### config.mk
export PLATFORM = sky130hd
export DESIGN_NAME = batrider_pal_arb
export DESIGN_NICKNAME = d
export VERILOG_FILES = /design/src/rtl/batrider_pal_arb.sv
export SDC_FILE = /design/constraint.sdc
export NUM_CORES = 1
export LEC_CHECK = 0
export ABC_AREA = 1
export CAP_MARGIN = 20
export CORE_MARGIN = 1
export CORE_UTILIZATION = 51
export DETAILED_ROUTE_END_ITERATION = 8
export PLACE_DENSITY = 0.91
export SYNTH_ARGS = -nofsm -noshare
export SYNTH_HDL_FRONTEND = slang
export SYNTH_SLANG_ARGS = --single-unit
export TNS_END_PERCENT = 20
### constraint.sdc
create_clock -name CLK -period 3.3 [get_ports CLK]
set_input_delay 0.66 -clock CLK [delete_from_list [all_inputs] [get_ports CLK]]
set_output_delay 0.66 -clock CLK [all_outputs]
set_load 0.1 [all_outputs]
### src/rtl/batrider_pal_arb.sv
// Palette RAM arbiter: video lookups have hard priority, CPU writes are posted through a FIFO,
// and CPU reads are ordered behind pending writes. Define BATRIDER_PAL_CPU_RD_EN to enable RAM readback.
module batrider_pal_arb #(
  parameter int unsigned   AW          = 11,
  parameter int unsigned   DW          = 16,
  parameter int unsigned   WFIFO_DEPTH = 4,
  parameter logic [DW-1:0] RD_FILL     = DW'(16'hFFFF)
) (
  input  logic          CLK,
  input  logic          RESET,
  input  logic          PIXEL_CEN,
  input  logic [AW-1:0] PIXEL,
  output logic [DW-1:0] VID_DATA,
  output logic          VID_VALID,
  input  logic          CPU_CS,
  input  logic          CPU_WE,
  input  logic [AW-1:0] CPU_ADDR,
  input  logic [DW-1:0] CPU_DIN,
  input  logic [1:0]    CPU_DSN,
  output logic [DW-1:0] CPU_DOUT,
  output logic          CPU_OK,
  output logic [AW-1:0] RAM_ADDR,
  output logic [DW-1:0] RAM_DOUT,
  output logic [1:0]    RAM_WE,
  input  logic [DW-1:0] RAM_DIN
);

  localparam int unsigned PW = $clog2(WFIFO_DEPTH);
  localparam int unsigned CW = PW + 1;

`ifdef BATRIDER_PAL_CPU_RD_EN
  typedef enum logic [2:0] {S_IDLE, S_RD_WAIT, S_RD_ISSUE, S_RD_CAP, S_ACK_LOW} state_e;
`else
  typedef enum logic [0:0] {S_IDLE, S_ACK_LOW} state_e;
`endif

  state_e state_q, state_d;

  logic [AW-1:0] fifo_addr_q [WFIFO_DEPTH];
  logic [DW-1:0] fifo_data_q [WFIFO_DEPTH];
  logic [1:0]    fifo_be_q   [WFIFO_DEPTH];
  logic [PW-1:0] wr_ptr_q, wr_ptr_d, rd_ptr_q, rd_ptr_d;
  logic [CW-1:0] count_q, count_d;

  logic          ok_q, ok_d;
  logic [DW-1:0] cpu_dout_q, cpu_dout_d;
  logic          vid_pend_q, vid_pend_d;
  logic          vid_valid_q, vid_valid_d;
  logic [DW-1:0] vid_data_q, vid_data_d;

  logic fifo_empty, fifo_full, cpu_req, wr_null, pop, push, write_ack;

  assign fifo_empty = (count_q == '0);
  assign fifo_full  = (count_q == CW'(WFIFO_DEPTH));
  assign cpu_req    = CPU_CS && (state_q == S_IDLE);
  assign wr_null    = (CPU_DSN == 2'b11);
  assign write_ack  = cpu_req && CPU_WE && (wr_null || !fifo_full || pop);
  assign push       = !RESET && write_ack && !wr_null;

  // RAM port owner: video first, then a pending CPU read issue, then the FIFO head.
  always_comb begin
    RAM_ADDR = '0;
    RAM_DOUT = '0;
    RAM_WE   = 2'b00;
    pop      = 1'b0;
    if (!RESET) begin
      if (PIXEL_CEN) begin
        RAM_ADDR = PIXEL;
      end
`ifdef BATRIDER_PAL_CPU_RD_EN
      else if (state_q == S_RD_ISSUE) begin
        RAM_ADDR = CPU_ADDR;
      end
`endif
      else if (!fifo_empty) begin
        RAM_ADDR = fifo_addr_q[rd_ptr_q];
        RAM_DOUT = fifo_data_q[rd_ptr_q];
        RAM_WE   = fifo_be_q[rd_ptr_q];
        pop      = 1'b1;
      end
    end
  end

  always_comb begin
    wr_ptr_d    = wr_ptr_q + PW'(push);
    rd_ptr_d    = rd_ptr_q + PW'(pop);
    count_d     = count_q + CW'(push) - CW'(pop);
    vid_pend_d  = PIXEL_CEN;
    vid_valid_d = vid_pend_q;
    vid_data_d  = vid_pend_q ? RAM_DIN : vid_data_q;
  end

  // FSM state register
  always_ff @(posedge CLK) begin
    if (RESET) state_q <= S_IDLE;
    else       state_q <= state_d;
  end

  // FSM next state
  always_comb begin
    state_d = state_q;
    case (state_q)
      S_IDLE: begin
        if (cpu_req) begin
          if (CPU_WE) begin
            if (write_ack) state_d = S_ACK_LOW;
          end else begin
`ifdef BATRIDER_PAL_CPU_RD_EN
            state_d = S_RD_WAIT;
`else
            state_d = S_ACK_LOW;
`endif
          end
        end
      end
`ifdef BATRIDER_PAL_CPU_RD_EN
      S_RD_WAIT:  if (fifo_empty && !PIXEL_CEN) state_d = S_RD_ISSUE;
      S_RD_ISSUE: state_d = PIXEL_CEN ? S_RD_WAIT : S_RD_CAP;
      S_RD_CAP:   state_d = S_ACK_LOW;
`endif
      S_ACK_LOW:  if (!CPU_CS) state_d = S_IDLE;
      default:    state_d = S_IDLE;
    endcase
  end

  // FSM outputs
  always_comb begin
    ok_d       = 1'b0;
    cpu_dout_d = cpu_dout_q;
    case (state_q)
      S_IDLE: begin
        if (cpu_req) begin
          if (CPU_WE) ok_d = write_ack;
`ifndef BATRIDER_PAL_CPU_RD_EN
          else begin
            ok_d       = 1'b1;
            cpu_dout_d = RD_FILL;
          end
`endif
        end
      end
`ifdef BATRIDER_PAL_CPU_RD_EN
      S_RD_CAP: begin
        ok_d       = 1'b1;
        cpu_dout_d = RAM_DIN;
      end
`endif
      default: ;
    endcase
  end

  always_ff @(posedge CLK) begin
    if (RESET) begin
      wr_ptr_q    <= '0;
      rd_ptr_q    <= '0;
      count_q     <= '0;
      ok_q        <= 1'b0;
      cpu_dout_q  <= '0;
      vid_pend_q  <= 1'b0;
      vid_valid_q <= 1'b0;
      vid_data_q  <= '0;
    end else begin
      wr_ptr_q    <= wr_ptr_d;
      rd_ptr_q    <= rd_ptr_d;
      count_q     <= count_d;
      ok_q        <= ok_d;
      cpu_dout_q  <= cpu_dout_d;
      vid_pend_q  <= vid_pend_d;
      vid_valid_q <= vid_valid_d;
      vid_data_q  <= vid_data_d;
    end
  end

  // FIFO storage needs no reset; occupancy is tracked by the pointers
  always_ff @(posedge CLK) begin
    if (push) begin
      fifo_addr_q[wr_ptr_q] <= CPU_ADDR;
      fifo_data_q[wr_ptr_q] <= CPU_DIN;
      fifo_be_q[wr_ptr_q]   <= ~CPU_DSN;
    end
  end

  assign VID_DATA  = vid_data_q;
  assign VID_VALID = vid_valid_q;
  assign CPU_DOUT  = cpu_dout_q;
  assign CPU_OK    = ok_q;

endmodule

* After elaboration in Yosys (flattened, before gate mapping)
Memories as Yosys holds them, arrays and structs flattened. A register that Yosys moved wholly into a read port is not among the register bits.
Cells that the tools add are included.
** Word-level totals
- Register bits after elaboration :: 28
- RAM bits :: 116
- Bits of input ports :: 61
- Word-level logic and storage cells :: 58
- Memories :: 3
** Cells by class
- Add/sub/neg operators :: 4
- Equal/unequal tests :: 2
- Multiplexer cells :: 23
- Bitwise gates (word level) :: 4
- Reduce and logical (&&, ||, !) cells :: 13
** Memory list
- fifo_data_q :: words 4, width 16, read ports 1, clocked after memory_dff 1, wr ports 1, line 40 : logic [DW-1:0] fifo_data_q [WFIFO_DEPTH];
- fifo_addr_q :: words 4, width 11, read ports 1, clocked after memory_dff 1, wr ports 1, line 39 : logic [AW-1:0] fifo_addr_q [WFIFO_DEPTH];
- fifo_be_q :: words 4, width 2, read ports 1, clocked after memory_dff 1, wr ports 1, line 41 : logic [1:0] fifo_be_q [WFIFO_DEPTH];
** Operators by type and width (number)
- 2-to-1 mux 16 bit :: 3
- 2-to-1 mux 11 bit :: 3
- 2-to-1 mux 2 bit :: 6
- 2-to-1 mux 1 bit :: 10
- logical AND 1 bit :: 5
- adder 2 x 1 -> 2 bit :: 2
- adder 3 x 1 -> 3 bit :: 1
- equality test 3 bit, second input constant :: 1
- zero test 1 bit :: 3
- zero test 3 bit :: 1
- inverter 1 bit :: 3
- AND reduction 3 bit :: 1
- OR reduction 3 bit :: 1
- subtractor 3 x 1 -> 3 bit :: 1
- equality test 2 bit, second input constant :: 1
- logical OR 1 bit :: 2
- inverter 2 bit :: 1
- one-hot mux 1 bit (2 select lines) :: 1

* Logic depth before layout (Yosys ltp)
Gate-level depths: netlist (run 1).
- Word-level depth :: 10
- Mapped depth :: 13

* Worst setup path before layout (run 1)
Ideal clock, no wire load.
- Path kind :: input to output
- Start :: in RESET
- End :: out RAM_DOUT[0]
- Arrival :: 2581 ps
- Data required time :: 2640 ps
- Setup slack :: 59 ps
- Cell stages on the path :: 6
- Path buffers :: 1
- Cells stage by stage :: buf_6 -> clkinv_4 -> nand2_4 -> a21oi_4 -> inv_2 -> a21oi_1
** Between the ends
- Cells in the longest elaborated chain, start to end :: 1
** RTL lines
- from (decl) :: line 10 : input logic RESET,
- 2-to-1 mux 16 bit :: line 66 : if (!RESET) begin
- to (decl) :: line 23 : output logic [DW-1:0] RAM_DOUT,
Every way passes these cells.

* Worst setup path in the final report (run 1)
- Start :: in RESET
- End :: out RAM_DOUT[15]
The elaborated chain is that of the path after synthesis.

==> results of run 1 <==
-- through the flow --
step | instances | util (%) | area, um^2 | hold WS [ns]
after detailed placement | 747 | 66.6 | 7350 | 0.484
after CTS | 779 | 72.0 | 7950 | 0.502
after global placement | 747 | 66.6 | 7350 | 0.477
final | 779 | 72.0 | 7950 | 0.502
after global routing | 779 | 72.0 | 7950 | 0.544
after floorplan | 514 | - | 5870 | 0.497
-- critical path: stages --
cell and delay, ns:
clkdlybuf4s50_1 0.54, clkinv_4 0.17, nand2_4 0.12, a21oi_4 0.04, inv_2 0.37, a21oi_1 0.16
buf_12 0.21
-- routing by layer --
layer / share of wire (%) / GRT usage (%) / vias up
met5: 0 / 0 / -
met2: 52 / 40.1 / 192
li1: - / - / 1976
met4: 1.7 / 11.0 / 0
met3: 7.1 / 6.52 / 22
met1: 39 / 27.6 / 1966
-- final cells by class --
class                      instances  area [um^2]  area share, %
inverter                          22         90.1           1.13
tap                              140          175           2.20
clock buffer                      22          505           6.36
multi-input combinational        306         1460           18.4
timing repair buffer             135         1580           19.8
sequential                       144         4050           50.9
clock inverter                    10         92.6           1.17
-- power breakdown --
part,switching (W),internal [W]
registers,0.0000337,0.00201
logic,0.000901,0.000380
clock network,0.000721,0.00117
total,0.00166,0.00356
-- how the worst min path moves through the flow --
stage / startpoint / endpoint / slack (ns) / cells after the start
final: VID_DATA[3] / VID_DATA[3] / 0.50 / 2
after global routing: VID_DATA[4] / VID_DATA[4] / 0.54 / 2
after CTS: VID_DATA[3] / VID_DATA[3] / 0.50 / 2
after detailed placement: VID_DATA[3] / VID_DATA[3] / 0.48 / 2
after global placement: VID_DATA[5] / VID_DATA[5] / 0.48 / 2
after floorplan: state_q / CPU_OK / 0.50 / 3
-- flip-flops by register name, summed over array words and instances, names as in the netlist --
signal,count
VID_VALID,1
fifo_addr_q,44
state_q,1
wr_ptr_q,2
fifo_be_q,8
vid_pend_q,1
CPU_DOUT,1
count_q,3
CPU_OK,1
VID_DATA,16
fifo_data_q,64
rd_ptr_q,2
-- Yosys cell counts --
library cell  number
a21oi_1           10
a21oi_2           10
a21oi_4            1
buf_1              1
buf_2              6
buf_4             20
buf_6              8
clkbuf_1           5
clkbuf_2           2
clkinv_1           1
clkinv_4           1
dfxtp_1           28
edfxtp_1         116
fa_1               1
ha_1               4
inv_1             17
inv_2              2
inv_4              1
nand2_1           51
nand2_4            1
nand3_1           10
nand4_1            1
nand4_2            1
nor2_1           134
nor3_1             1
o21ai_0           57
o21ai_1           13
o22ai_1            8
xnor2_1            3
-- cell families (layout without fill, tap and decap cells) --
group	count (synthesis)	in the layout	share of synthesized area, %
XOR/XNOR	3	3	0.448
adder cells (fa/ha/maj)	5	5	1.19
flip-flops	144	144	68.9
AO/OA/AOI/OAI	99	99	9.45
buffers and inverters	64	189	6.70
AND/OR/NAND/NOR	199	199	13.3
==> results by group, run 1 <==
Run status
  – Status: finished clean

Power
  – Total design power: 0.00521 W
  – Static Leakage: roughly 3 nW
  – Worst IR Drop VDD: 0.000416 V
  – Pwr Density: between 600 and 700 mW/mm^2

Synth
  – Seq/Total Area, Yosys: between 60% and 70%
  – Synthesized area: roughly 0.006 mm^2
  – Avg Synthesized Cell Area: ~11 um^2
  – Net Count, Synth: between 500 and 600
  – Share of the synthesized area in the top cell type: 59.4%
  – Top area cells in the synthesized netlist: edfxtp_1 (59%), dfxtp_1 (9.6%), nor2_1 (8.6%)
  – Mapped Cells: 514
  – #FFs+latches synth: 144
  – Synth Warn #: 0
  – Distinct cells, synth: 29
  – Synth area leader: edfxtp_1

Critical path
  – Flop-to-flop setup slack: 1.14 ns
  – Reg-to-Reg Start: count_q[1]
  – CP Data Required Time: about 2.6 ns
  – Critical Path Start Type: input pin
  – R2R Path End: count_q[2]
  – Crit path capture: RAM_DOUT[15]
  – Critical path type: in2out
  – Setup crit start: RESET
  – CP endpoint kind: output port
  – CP max FO: 20
  – Crit path DAT: approximately 2.3 ns
  – Worst r2r path cells: 11

Timing
  – Total negative setup slack: 0 ns
  – Tmin final: roughly 2.9 ns
  – Final setup viols: 0
  – Final setup margin: about 0.37 ns
  – Achievable Freq: 341 MHz
  – Slew Limit Fails: 0
  – Clock Skews: about 0.012 ns
  – RSZ-0062 raised after global routing: no
  – Worst Tran Pin Value: between 0.5 and 0.6 ns
  – Slew headroom: between 60% and 70%
  – Number of hold violations in the final report: 0
  – Tcrit/Tclk final: roughly 89%

Layout
  – N_diodes: 0
  – Most frequent cells in the layout: nor2_1 (130), edfxtp_1 (116), clkdlybuf4s50_1 (60), o21ai_0 (57), nand2_1 (51)
  – Leading cell type in the layout, fill and taps excluded: nor2_1
  – Final Net Count: around 700
  – Fill count: between 700 and 800
  – Layout cells sized above 1: 20.2%
  – Area growth from synthesis to layout: 35.4%

Hold path
  – Hold crit path type: reg2reg

Placed design
  – Pre-CTS setup slack: about 0.32 ns
  – Port-buffer cells: around 120
  – Dpl hpwl: around 8200 um
  – GP Congestion: about 0.79

Floorplanning
  – Die Ht: about 110 um
  – Die area: ~0.012 mm^2
  – Row count: 38
  – # IOs: between 100 and 150
  – Initial Util: between 50% and 60%
  – Die width: 109 um
  – Core area: around 0.011 mm^2

GRT
  – Total track usage: around a quarter
  – Vias in the first global route: roughly 4200
  – Overflow after GRT: 0
  – First-pass GRT wire length: 20500 um
  – Largest net degree at the start of global routing: just under 60
  – Initial antenna violation count: 0

Drt
  – Final ANT Viol Nets: 0
  – DR DRC count: 0
  – DR WL/cell: 16.5 um
  – Vias per cell: between 5 and 6
  – Final wirelength: 12800 um
  – Total number of vias: approximately 4200
  – DRT Pass-1 Iters: 7
  – 1st-iter DRT viols: 345

Clocking
  – Worst-path clk slew: roughly 0.06 ns
  – Root buf cell: clkbuf_16
  – Clock Tree Buf Depth: 2
  – TritonCTS clock tree: built
  – H-tree levels: 4
  – Post-cts resize count: 0
  – Post-CTS setup buffer count: 0
  – # hold bufs at CTS: 0
  – CTS sink cnt: around 140
  – CTS Buf Count: 17
  – Worst skew pair latency: roughly 0.42 ns

Run
  – Max Cap Viol: 0
No activity file was read; power rests on OpenSTA's default activity.
==> run 2: changes to the inputs <==
--- a/config.mk
+++ b/config.mk
@@ -5,12 +5,14 @@
 export SDC_FILE = /design/constraint.sdc
 export NUM_CORES = 1
 export LEC_CHECK = 0
-export ABC_AREA = 1
 export CAP_MARGIN = 20
+export CELL_PAD_IN_SITES_DETAIL_PLACEMENT = 1
+export CELL_PAD_IN_SITES_GLOBAL_PLACEMENT = 1
 export CORE_MARGIN = 1
-export CORE_UTILIZATION = 51
+export CORE_UTILIZATION = 42
+export CTS_CLUSTER_DIAMETER = 60
 export DETAILED_ROUTE_END_ITERATION = 8
-export PLACE_DENSITY = 0.91
+export PLACE_DENSITY = 0.9
 export SYNTH_ARGS = -nofsm -noshare
 export SYNTH_HDL_FRONTEND = slang
 export SYNTH_SLANG_ARGS = --single-unit
==> run 2 against run 1 <==
  * Register-to-register slack worse by 0.34 ns
  * Critical path depth decreased by 1
  * First-iteration DRC count is 61% lower
  * Via count down 24%
  * Final area decreased by 1.4%
  * Worst hold slack worse by 0.0068 ns
  * Clock power about the same
  * Sequential power barely moved
  * Fmax decreased by 3.7%
==> results by group, run 2 <==
Run status
  – Status: finished clean

Synth
  – Post-synth top flop: edfxtp_1
  – Avg Synthesized Cell Area: 18.2 um^2 (+60%)
  – Mapped Cells: 308 (-40%)
  – EDFF count, synth: 116 (unchanged)
  – Post-synth top cells: edfxtp_1 (116), mux4_2 (29), dfxtp_1 (28), nor2_1 (25), and2_1 (19)
  – Net Count, Synth: 374 (-36%)
  – Top area cells in the synthesized netlist: edfxtp_1 (62%), mux4_2 (12%), dfxtp_1 (10%)
  – Seq/Total Area, Yosys: 72.0% (+3.1 points)
  – Most common cell in the netlist: edfxtp_1
  – Share of the synthesized area in the top cell type: 62.0% (+2.6 points)
  – Synth Warn #: 0 (unchanged)
  – Synthesized area: 0.00562 mm^2 (-4.2%)
  – Synth area leader: edfxtp_1
  – #FFs+latches synth: 144 (unchanged)
  – Ys async rst share: 0% (unchanged)
  – Distinct cells, synth: 30 (+3.4%)

Clocking
  – Post-cts resize count: 0 (unchanged)
  – CTS sink cnt: 144 (unchanged)
  – TritonCTS clock tree: built
  – H-tree levels: 4 (unchanged)
  – Root buf cell: clkbuf_16
  – Worst skew pair latency: 0.41 ns (about the same)
  – Post-CTS setup buffer count: 0 (unchanged)
  – CTS Buf Count: 17 (unchanged)
  – # hold bufs at CTS: 0 (unchanged)
  – Clock Tree Buf Depth: 2 (unchanged)
  – Worst-path clk slew: 0.06 ns (about the same)

Timing
  – Final setup margin: 0.257 ns (-0.112 ns)
  – Worst Tran Pin Value: 0.983 ns (+0.416 ns)
  – Total negative setup slack: 0 ns (unchanged)
  – RSZ-0062 raised after global routing: no
  – Achievable Freq: 329 MHz (-3.7%)
  – Number of hold violations in the final report: 0 (unchanged)
  – Slew Limit Fails: 0 (unchanged)
  – Tmin final: 3.04 ns (+0.112 ns)
  – Clock Skews: 0.00809 ns (-0.00397 ns)
  – Tcrit/Tclk final: 92.2% (+3.4 points)
  – Final setup viols: 0 (unchanged)
  – Slew headroom: 34.2% (-28 points)

Floorplanning
  – Row count: 41 (+7.9%)
  – Die width: 118 um (+7.7%)
  – Die area: 0.0138 mm^2 (+16%)
  – # IOs: 124 (unchanged)
  – Die Ht: 118 um (+7.7%)
  – Initial Util: 43.8% (-9.4 points)
  – Core area: 0.0128 mm^2 (+16%)

Critical path
  – CP Data Required Time: 2.64 ns (about the same)
  – Flop-to-flop setup slack: 0.80 ns (-0.34 ns)
  – CP endpoint kind: output port
  – Reg-to-Reg Start: count_q[1]
  – R2R Path End: count_q[2]
  – Worst r2r path cells: 11 (unchanged)
  – Crit path DAT: 2.38 ns (+0.11 ns)
  – Critical Path Start Type: input pin
  – Critical path type: in2out
  – CP max FO: 13 (-35%)

Drt
  – DRT Pass-1 Iters: 4 (-3)
  – Vias per cell: 5.07 (-5.0%)
  – Total number of vias: 3142 (-24%)
  – Final wirelength: 12900 um (+0.54%)
  – DR DRC count: 0 (unchanged)
  – Final ANT Viol Nets: 0 (unchanged)
  – DR WL/cell: 20.8 um (+26%)
  – 1st-iter DRT viols: 134 (-61%)

Hold path
  – Worst min-delay path endpoint: VID_DATA[8]
  – Hold Crit Start: VID_DATA[8]
  – Hold Crit Depth: 2 (unchanged)
  – Hold crit path type: reg2reg

Placed design
  – Dpl hpwl: 8850 um (+7.4%)
  – Port-buffer cells: 123 (unchanged)
  – Pre-CTS setup slack: -0.0335 ns (-0.350 ns)
  – Placed cell count: 588 (-21%)
  – GP Congestion: 0.743 (-5.9%)

GRT
  – First-pass GRT wire length: 20200 um (-1.7%)
  – Initial antenna violation count: 0 (unchanged)
  – Vias in the first global route: 3568 (-14%)
  – Overflow after GRT: 0 (unchanged)
  – Largest net degree at the start of global routing: 31 (-47%)
  – Total track usage: 20.1% (-3.4 points)

Layout
  – Layout cells sized above 1: 31.5% (+11 points)
  – Fill count: 1135 (+62%)
  – Max FFs per register: 64 (unchanged)
  – Post-layout util: 61.1% (-11 points)
  – Most frequent cells in the layout: edfxtp_1 (116), clkdlybuf4s50_1 (62), buf_4 (47), buf_12 (30), mux4_2 (29)
  – Biggest register: fifo_data_q
  – Leading cell type in the layout, fill and taps excluded: edfxtp_1
  – Area growth from synthesis to layout: 39.5%
  – N_diodes: 0 (unchanged)
  – Post-Layout Cell Count: 620 (-20%)
  – Final Net Count: 501 (-28%)

Run
  – Max Cap Viol: 0 (unchanged)

Power
  – Static Leakage: 2.76 nW (-8.1%)
  – Worst IR Drop VDD: 0.000554 V (+33%)
  – Pwr Density: 657 mW/mm^2 (+0.18%)
  – Total design power: 0.00515 W (-1.2%)
[run 2: changes by cell type after synthesis, sizes merged, moves of 10 or more]
cell,delta
nor2,-109
o21ai,-70
nand2,-50
mux4,+29
a21oi,-19
and2,+19
inv,-16
mux2i,+16
a22o,+11
nand3,-10
[run 2: how the worst max path moves through the flow]
stage,cells after the start,start,endpoint
2_1_floorplan,5,RESET,fifo_addr_q[1][0]
6_report,6,RESET,RAM_ADDR[6]
3_5_place_dp,12,RESET,count_q[2]
3_3_place_gp,12,RESET,count_q[2]
4_1_cts,6,RESET,RAM_ADDR[6]
5_1_grt,6,RESET,RAM_ADDR[6]
[run 2: cells by family after synthesis]
kind of cell | Yosys count | share of synthesized area (%)
flip-flops | 144 | 72.0
AND/OR/NAND/NOR | 61 | 5.72
multiplexers | 45 | 14.5
buffers and inverters | 35 | 3.92
AO/OA/AOI/OAI | 15 | 2.18
adder cells (fa/ha/maj) | 5 | 1.25
XOR/XNOR | 3 | 0.468
[run 2: layout make-up]
cell class                      instances  area (um^2)  share of cell area (%)
Clock buffer                           17          425                    5.43
Clock inverter                         15          150                    1.92
Inverter                                4         15.0                   0.192
Multi-Input combinational cell        129         1410                    18.0
Sequential cell                       144         4050                    51.6
Tap cell                              172          215                    2.75
Timing Repair Buffer                  139         1570                    20.1
[run 2: routing by layer]
metal	share of wire, %	GRT usage [%]
met2	55	36.0
met5	0	0
met3	4.2	5.52
met1	40	22.9
met4	1.3	7.21
[run 2: power breakdown]
part	leakage [nW]	switching (W)	internal [W]	total, W
Combinational	1.20	0.000777	0.000457	0.00123
Sequential	1.28	0.0000510	0.00201	0.00206
Clock	0.282	0.000692	0.00117	0.00186
[run 2: worst max-delay path, cell delays in order]
cell             delay, ns
clkdlybuf4s50_1       0.48
nor2_1                0.15
o31a_1                0.36
buf_4                 0.28
a22o_1                0.24
buf_12                0.20
[run 2: per-stage QoR]
| step | cell area (um^2) | hold slack, ns |
|---|---|---|
| finish | 7840 | 0.495 |
| detailed placement | 7260 | 0.491 |
| global route | 7840 | 0.522 |
| CTS | 7840 | 0.503 |
| global placement | 7260 | 0.430 |
| floorplan | 5640 | 0.417 |
==> run 3: changes to the inputs <==
--- a/config.mk
+++ b/config.mk
@@ -5,7 +5,7 @@
 export SDC_FILE = /design/constraint.sdc
 export NUM_CORES = 1
 export LEC_CHECK = 0
-export CAP_MARGIN = 20
+export CAP_MARGIN = 40
 export CELL_PAD_IN_SITES_DETAIL_PLACEMENT = 1
 export CELL_PAD_IN_SITES_GLOBAL_PLACEMENT = 1
 export CORE_MARGIN = 1
==> constraint.sdc (replaced) <==
create_clock -name CLK -period 3.3 [get_ports CLK]
set_input_delay 0.495 -clock CLK [delete_from_list [all_inputs] [get_ports CLK]]
set_output_delay 0.495 -clock CLK [all_outputs]
set_load 0.1 [all_outputs]
==> run 3 against run 2 <==
  * Critical path type is now in2reg
  * Combinational power rose by 3%
  * Core utilization rose by 3.2 points
  * Via count rose by 4.2%
  * Clock skew barely moved
  * Critical path depth rose by 6
  * Power rose by 8.5%
  * Flip-flop and latch count did not move
  * Cell count rose by 3.1%
  * Setup slack improved by 0.14 ns
  * Worst hold slack got worse by 0.00083 ns
==> results by group, run 3 (synthesis gave the netlist of run 2 again) <==
Drt
  – Vias per cell: 5.12 (+1.1%)
  – Final wirelength: 13600 um (+5.7%)
  – DR DRC count: 0 (unchanged)
  – Total number of vias: 3273 (+4.2%)
  – 1st-iter DRT viols: 104 (-22%)
  – DR WL/cell: 21.3 um (+2.5%)
  – DRT Pass-1 Iters: 4 (unchanged)
  – Final ANT Viol Nets: 0 (unchanged)

Critical path
  – Critical path's largest stage delay: 0.50 ns (+0.02 ns)
  – Crit path max-delay family: simple AND/OR/NAND/NOR gates
  – Critical path type: in2reg
  – CP endpoint kind: register
  – CP max FO: 5 (-8)
  – Worst r2r path cells: 11 (unchanged)
  – Crit path DAT: 3.24 ns (+0.86 ns)
  – CP bufs+invs: 3 (unchanged)
  – Crit-path cells: clkdlybuf4s50_1 -> nor2_1 -> and4b_1 -> or2_2 -> ha_1 -> inv_1 -> ha_1 -> inv_1 -> fa_1 -> xor2_1 -> and2_1 -> nor3_1
  – Critical Path Start Type: input pin
  – Slowest stage cell, crit path: clkdlybuf4s50_1
  – CP Data Required Time: 3.63 ns (+0.99 ns)
  – Crit path depth: 12 (+6)

Layout
  – Leading cell type in the layout, fill and taps excluded: edfxtp_1
  – Fill count: 1099 (-3.2%)
  – Max FFs per register: 64 (unchanged)
  – Most frequent cells in the layout: edfxtp_1 (116), clkdlybuf4s50_1 (78), buf_4 (31), buf_12 (30), mux4_2 (29)
  – Layout cells sized above 1: 30.8% (-0.64 points)
  – Multi-input gate area: 0.00138 mm^2 (-2.3%)
  – N_diodes: 0 (unchanged)
  – Post-layout util: 64.3% (+3.2 points)
  – Final Net Count: 520 (+3.8%)
  – Register Area: 0.00405 mm^2 (unchanged)
  – Area growth from synthesis to layout: 46.8%
  – Biggest register: fifo_data_q
  – Fin area: 0.00825 mm^2 (+5.3%)

GRT
  – Gr busiest metal: met2
  – Vias in the first global route: 3604 (+1.0%)
  – M3 GR Usage: 5.47% (-0.048 points)
  – Initial antenna violation count: 0 (unchanged)
  – Largest net degree at the start of global routing: 31 (unchanged)
  – Total track usage: 21.0% (+0.87 points)
  – First-pass GRT wire length: 21200 um (+5.0%)
  – Grt met1 use: 24.2% (+1.3 points)
  – Overflow after GRT: 0 (unchanged)
  – GR Util met2: 37.6% (+1.5 points)

Timing
  – Number of hold violations in the final report: 0 (unchanged)
  – Tmin final: 2.90 ns (-0.142 ns)
  – RSZ-0062 raised after global routing: no
  – Slew Limit Fails: 0 (unchanged)
  – Tcrit/Tclk final: 87.9% (-4.3 points)
  – Achievable Freq: 345 MHz (+4.9%)
  – Slew headroom: 43.2% (+9.0 points)
  – Clock Skews: 0.00834 ns (+0.000244 ns)
  – Hold WS: 0.494 ns (-0.000828 ns)
  – Final setup viols: 0 (unchanged)
  – Worst Tran Pin Value: 0.852 ns (-0.132 ns)
  – Final setup margin: 0.399 ns (+0.142 ns)

Floorplanning
  – Core area: 0.0128 mm^2 (unchanged)
  – Row count: 41 (unchanged)
  – Die area: 0.0138 mm^2 (unchanged)
  – # IOs: 124 (unchanged)
  – Die width: 118 um (unchanged)
  – Die Ht: 118 um (unchanged)
  – Initial Util: 43.8% (unchanged)

Placed design
  – Pre-CTS setup slack: 0.239 ns (+0.273 ns)
  – Placed Area: 0.00755 mm^2 (+4.0%)
  – GP Congestion: 0.737 (-0.79%)
  – Port-buffer cells: 123 (unchanged)
  – Dpl hpwl: 8850 um (about the same)

Clocking
  – CTS Buf Count: 17 (unchanged)
  – Clock Tree Buf Depth: 2 (unchanged)
  – CTS sink cnt: 144 (unchanged)
  – Worst skew pair latency: 0.41 ns (about the same)
  – Worst-path clk slew: 0.06 ns (about the same)
  – H-tree levels: 4 (unchanged)
  – Post-cts resize count: 0 (unchanged)
  – Root buf cell: clkbuf_16
  – Post-CTS setup buffer count: 0 (unchanged)
  – # hold bufs at CTS: 0 (unchanged)
  – TritonCTS clock tree: built

Power
  – Pwr Density: 677 mW/mm^2 (+3.0%)
  – Static Leakage: 2.92 nW (+5.9%)
  – Worst IR Drop VDD: 0.000436 V (-21%)

Run
  – Max Cap Viol: 0 (unchanged)

Hold path
  – Hold crit path type: reg2reg
  – Hold Crit Depth: 2 (unchanged)

Run status
  – Status: finished clean
-- run 3: changes by cell type in the layout (fill, tap and decap cells not counted), moves of 2 or more --
| cell | change |
|---|---|
| nor4b_2 | +2 |
| nor4b_4 | -2 |
| buf_8 | +19 |
| clkinv_2 | -3 |
| buf_4 | -16 |
| bufinv_16 | +5 |
| clkdlybuf4s50_1 | +16 |
| clkinvlp_4 | -2 |
-- run 3: area by class of cell --
class                           instances  area share, %
Clock buffer                           18           5.20
Tap cell                              172           2.61
Timing Repair Buffer                  158           23.0
Clock inverter                         14           3.23
Inverter                                4          0.182
Sequential cell                       144           49.1
Multi-Input combinational cell        129           16.7
-- run 3: metrics by stage --
step | std cells | setup TNS (ns) | power (W)
after global placement | 588 | 0 | 0.00329
after global routing | 639 | 0 | 0.00573
final | 639 | 0 | 0.00559
after detailed placement | 607 | 0 | 0.00336
after CTS | 639 | 0 | 0.00563
after floorplan | 308 | -120.44 | 0.00291
-- run 3: worst paths after layout --
kind	from	end	slack (ns)
hold reg to reg	VID_DATA[7]	VID_DATA[7]	0.49
hold / removal	VID_DATA[7]	VID_DATA[7]	0.49
setup reg to reg	count_q[1]	count_q[2]	0.71
setup / recovery	RESET	count_q[2]	0.40
-- run 3: metal layers --
layer	vias up	share of wire, %
met5	-	0
met4	0	1.2
met3	13	4.8
met2	108	54
met1	1680	40
li1	1472	-
-- run 3: worst reg2reg max path, cell delays in order (launching register included) --
cell	delay (ns)
dfxtp_1	0.44
nor2_1	0.07
and4b_1	0.21
or2_2	0.32
ha_1	0.30
inv_1	0.08
ha_1	0.15
inv_1	0.05
fa_1	0.40
xor2_1	0.18
and2_1	0.18
nor3_1	0.13
-- run 3: report_power, final --
part / internal (W) / switching, W
logic: 0.000487 / 0.000783
clock network: 0.00156 / 0.000692
registers: 0.00201 / 0.0000602
total: 0.00405 / 0.00154
